File: config.mk
export PLATFORM = sky130hd
export DESIGN_NAME = mar_seq
export DESIGN_NICKNAME = d
export VERILOG_FILES = /design/src/rtl/mar_seq.sv
export SDC_FILE = /design/constraint.sdc
export NUM_CORES = 1
export LEC_CHECK = 0
export ABC_AREA = 1
export BUFFER_PORTS_ARGS = -buffer_cell sky130_fd_sc_hd__buf_2
export CORE_MARGIN = 4
export CORE_UTILIZATION = 45
export DETAILED_ROUTE_END_ITERATION = 12
export GPL_ROUTABILITY_DRIVEN = 0
export PLACE_DENSITY_LB_ADDON = 0.12
export SLEW_MARGIN = 20
export SYNTH_ARGS = -nofsm -noshare
export SYNTH_HDL_FRONTEND = slang
export SYNTH_SLANG_ARGS = --single-unit
File: constraint.sdc
create_clock -name clk -period 1.9 [get_ports clk]
set_input_delay 0.38 -clock clk [delete_from_list [all_inputs] [get_ports clk]]
set_output_delay 0.38 -clock clk [all_outputs]
set_load 0.1 [all_outputs]
File: src/rtl/mar_seq.sv
// Memory address register with direct load and a strided address sequencer.
// Sequence addresses are offered to the memory controller over a valid/ready handshake.
module mar_seq #(
  parameter int AW     = 8,
  parameter int LW     = 8,
  parameter int STRIDE = 1
) (
  input  logic          clk,
  input  logic          reset,
  input  logic          wmar,
  input  logic [AW-1:0] mar_in,
  input  logic          start,
  input  logic [AW-1:0] base,
  input  logic [LW-1:0] count,
  input  logic          dir,
  input  logic          abort,
  input  logic          addr_ready,
  output logic [AW-1:0] mar_out,
  output logic          addr_valid,
  output logic          busy,
  output logic          done,
  output logic          wrapped
);

  localparam logic [0:0]    IDLE     = 1'b0;
  localparam logic [0:0]    RUN      = 1'b1;
  localparam logic [AW:0]   STRIDE_W = (AW+1)'(STRIDE);
  localparam logic [LW-1:0] ZERO_L   = LW'(0);
  localparam logic [LW-1:0] ONE_L    = LW'(1);

  logic [0:0]    state_r, state_s;
  logic [AW-1:0] mar_r, mar_s;
  logic [LW-1:0] rem_r, rem_s;
  logic          dir_r, dir_s;
  logic          wrapped_r, wrapped_s;
  logic          done_r, done_s;
  logic [AW:0]   step_s;

  // Next sequence address; the extra top bit flags a carry out or borrow across the boundary.
  always_comb begin
    step_s = {1'b0, mar_r};
    if (dir_r) begin
      step_s = {1'b0, mar_r} - STRIDE_W;
    end else begin
      step_s = {1'b0, mar_r} + STRIDE_W;
    end
  end

  // Next-state logic for the sequencer and the register contents.
  always_comb begin
    state_s   = state_r;
    mar_s     = mar_r;
    rem_s     = rem_r;
    dir_s     = dir_r;
    wrapped_s = wrapped_r;
    done_s    = 1'b0;
    case (state_r)
      IDLE: begin
        if (start) begin
          mar_s     = base;
          wrapped_s = 1'b0;
          if (count != ZERO_L) begin
            rem_s   = count;
            dir_s   = dir;
            state_s = RUN;
          end else begin
            done_s  = 1'b1;
          end
        end else if (wmar) begin
          mar_s     = mar_in;
          wrapped_s = 1'b0;
        end else begin
          mar_s     = mar_r;
        end
      end
      RUN: begin
        // Abort wins over a same-cycle handshake and never produces a done pulse.
        if (abort) begin
          state_s = IDLE;
          rem_s   = ZERO_L;
        end else if (addr_ready) begin
          if (rem_r == ONE_L) begin
            state_s = IDLE;
            rem_s   = ZERO_L;
            done_s  = 1'b1;
          end else begin
            rem_s = rem_r - ONE_L;
            mar_s = step_s[AW-1:0];
            if (step_s[AW]) begin
              wrapped_s = 1'b1;
            end else begin
              wrapped_s = wrapped_r;
            end
          end
        end else begin
          rem_s = rem_r;
        end
      end
      default: begin
        state_s = IDLE;
        rem_s   = ZERO_L;
      end
    endcase
  end

  // State and output registers.
  always_ff @(posedge clk or negedge reset) begin
    if (!reset) begin
      state_r   <= IDLE;
      mar_r     <= '0;
      rem_r     <= ZERO_L;
      dir_r     <= 1'b0;
      wrapped_r <= 1'b0;
      done_r    <= 1'b0;
    end else begin
      state_r   <= state_s;
      mar_r     <= mar_s;
      rem_r     <= rem_s;
      dir_r     <= dir_s;
      wrapped_r <= wrapped_s;
      done_r    <= done_s;
    end
  end

  assign mar_out    = mar_r;
  assign addr_valid = state_r[0];
  assign busy       = state_r[0];
  assign done       = done_r;
  assign wrapped    = wrapped_r;

endmodule

==> impl_metrics.tcl <==
set metrics [dict create \
    status "finished clean" \
    drive_gt1_share_pct 26.7 \
    dp_hpwl_microns 3030 \
    insertion_delay_ns 0.30 \
    postSynthCellCount 242 \
    area_growth_syn_to_layout_pct 19.5 \
    slowest_delay_ns 0.48 \
    synth.distinct_cells 27 \
    grt_pass1_wl_microns 6400 \
    drt-initial-drc-count 48 \
    synth_nets 283 \
    grt_pass1_vias 1380 \
    arrival_ns 1.97 \
    setup_viol 0 \
    synth-seq-area-share_pct 30.6 \
    seq_power_share_pct 23.7 \
    cp-start-kind "flip-flop" \
    grt_start_max_net_pins 21 \
    rsz0062_at_grt "no" \
    p_int_w 0.00134 \
    place_inst 330 \
    antenna_found_initial 0 \
    drt_wl_total_microns 3850 \
    peakVddDrop_mv 1.28 \
    crit_slowest_cell "dfrtp_2" \
    worstHoldPathType "primary input to asynchronous set/reset pin" \
    required_ns 2.11 \
    portBuffers 42 \
    synthesis.area_sq_um 1640 \
    die_w_microns 68.3 \
    hold_slack_ns 0.0114 \
    crit_type "flip-flop to flip-flop" \
    diodes 0 \
    pwr_density_cell_nw_per_um2 1660 \
    track_usage_pct 18.5 \
    finClkSkew_ns 0.00279 \
    max_slew.worst_pin.slew_ns 0.491 \
    post_layout_nonfiller_instances 334 \
    clk_pin_slew_worst_paths_ns 0.12 \
    drc_errors 0 \
    finalCritPeriodShare_pct 92.6 \
    syn_area_per_cell_sq_um 6.77 \
    drv_slew 0 \
    die_area_sq_um 4670 \
    mostFrequentLayoutCell "nand2_1" \
    vias 1599 \
    async_reset_ff_share_pct 100 \
    finalWorstSetupSlack_ns 0.141 \
    cp_max_fo 9 \
    cts_made_buffers 3 \
    wl_per_cell_microns 11.5 \
    dr.pass1.iters 4 \
    core.rowCount 21 \
    finalHoldViolCount 0 \
    synth-seq-cells 20 \
    start_util_pct 47.9 \
    cts_tree "done" \
    relSlewSlack_pct 67.5 \
    htreeDepth 1 \
    nNetsFinal 330 \
    cts_hold_buffers 0 \
    core_sq_um 3420 \
    post-place-ws_ns 0.0435 \
    pwr-share-comb_pct 68.6 \
    synthFlopType "dfrtp_1" \
    cap_violations 0 \
    fin_tns_setup_ns 0 \
    grt-ovfl-total 0 \
    post-route-min-period_ns 1.76 \
    p_leak_nw 1.10 \
    cts_buffer_depth 2 \
    synth-edff-count 0 \
    p_switching_w 0.00191 \
    postLayoutCoreUtil_pct 57.3 \
    endpoint_kind "flip-flop" \
    cp_cell_sequence "inv_1 -> fa_1 -> inv_1 -> nand3_1 -> nand2_1 -> nand2_1 -> nand2_1 -> nand2_1 -> nand3_1 -> nand2_1 -> nand2_1 -> nand2_1" \
    synth_warnings 0 \
    clock.fmax_mhz 568 \
    clkSinkCount 20 \
    cts_root_buf "clkbuf_4" \
    switching_share_pct 58.8 \
    critPathMostFrequentCell "nand2_1" \
    mostFrequentLayoutCells "81 x nand2_1, 42 x buf_2, 37 x inv_1" \
    die_h_microns 68.3 \
    p_clk_share_pct 7.7 \
    vias_per_cell 4.79 \
    ant_nets 0 \
    io_pins 43 \
]
[power by group through the flow]
stage | registers (W) | logic [W] | clock network, W
final | 0.000771 | 0.00223 | 0.000252
after CTS | 0.000771 | 0.00224 | 0.000268
after global routing | 0.000798 | 0.00248 | 0.000289
after floorplan | 0.00145 | 0.00115 | 0
after detailed placement | 0.000780 | 0.00223 | 0
after global placement | 0.000781 | 0.00221 | 0
[flip-flops by register name (all words and copies together) (netlist names)]
name,cells
addr_valid,1
dir_r,1
done,1
mar_out,8
rem_r,8
wrapped,1
[area by class of cell]
class,instances,area [sq um]
Tap cell,46,57.6
Clock buffer,4,36.3
Multi-Input combinational cell,179,957
Sequential cell,20,515
Inverter,38,143
Fill cell,353,1460
Timing Repair Buffer,47,248
[kinds of logic after synthesis]
kind of cell,share of synthesized area (%)
AND/OR/NAND/NOR,33.6
XOR/XNOR,2.14
AO/OA/AOI/OAI,14.6
flip-flops,30.6
adder cells (fa/ha/maj),8.10
buffers and inverters,11.0
[final timing paths]
kind | from | to | slack [ns] | cells past startpoint
setup / recovery | dir_r | wrapped | 0.14 | 12
hold reg to reg | rem_r[5] | rem_r[5] | 0.49 | 2
hold / removal | reset | rem_r[5] | 0.01 | 1
min in group clk | dir | dir_r | 0.29 | 3
setup reg to reg | dir_r | wrapped | 0.14 | 12
max in group asynchronous | reset | mar_out[0] | 1.53 | 1
[per-stage QoR]
stage / power, W / instance area, sq um
floorplan: 0.00260 / 1650
global placement: 0.00299 / 1920
detailed placement: 0.00301 / 1920
CTS: 0.00328 / 1960
global route: 0.00356 / 1960
finish: 0.00325 / 1960
[cell usage after synthesis, types with 2 or more instances]
cell       n  area (sq um)
xnor2_1    2          17.5
o22ai_1    3          18.8
inv_1     37           139
nand2_2    3          18.8
xor2_1     2          17.5
buf_4      3          22.5
a22o_1     3          26.3
nand2_1   81           304
a21oi_1   10          50.1
nand3_1   14          70.1
o21ai_0   17          85.1
a22oi_1    3          22.5
nor2_1    12          45.0
dfrtp_1   20           500
a21oi_2    3          26.3
nand3b_1   5          37.5
nor2_2     5          31.3
o21ai_1    2          10.0
ha_1       9           113
[critical path, delay by kind of cell (launching register included)]
kind / cells / cell delay, ns
fa+ha+maj: 1 / 0.36
buf+inv: 2 / 0.20
flops: 1 / 0.48
simple gates: 9 / 0.64
[routing by layer]
layer	track usage [%]	part of all wire (%)	vias up
met5	0	0	-
met3	4.43	6.4	2
met4	2.98	0.55	0
met1	28.3	53	695
li1	-	-	862
met2	26.2	41	40
[repair_timing]
item | CTS | global route
gates resized for setup | 0 | 1
buffers inserted | 0 | 0
endpoints found under the setup margin | 0 | 3
endpoints found under the hold margin | 0 | 0
(Power assumes the default switching activity.)
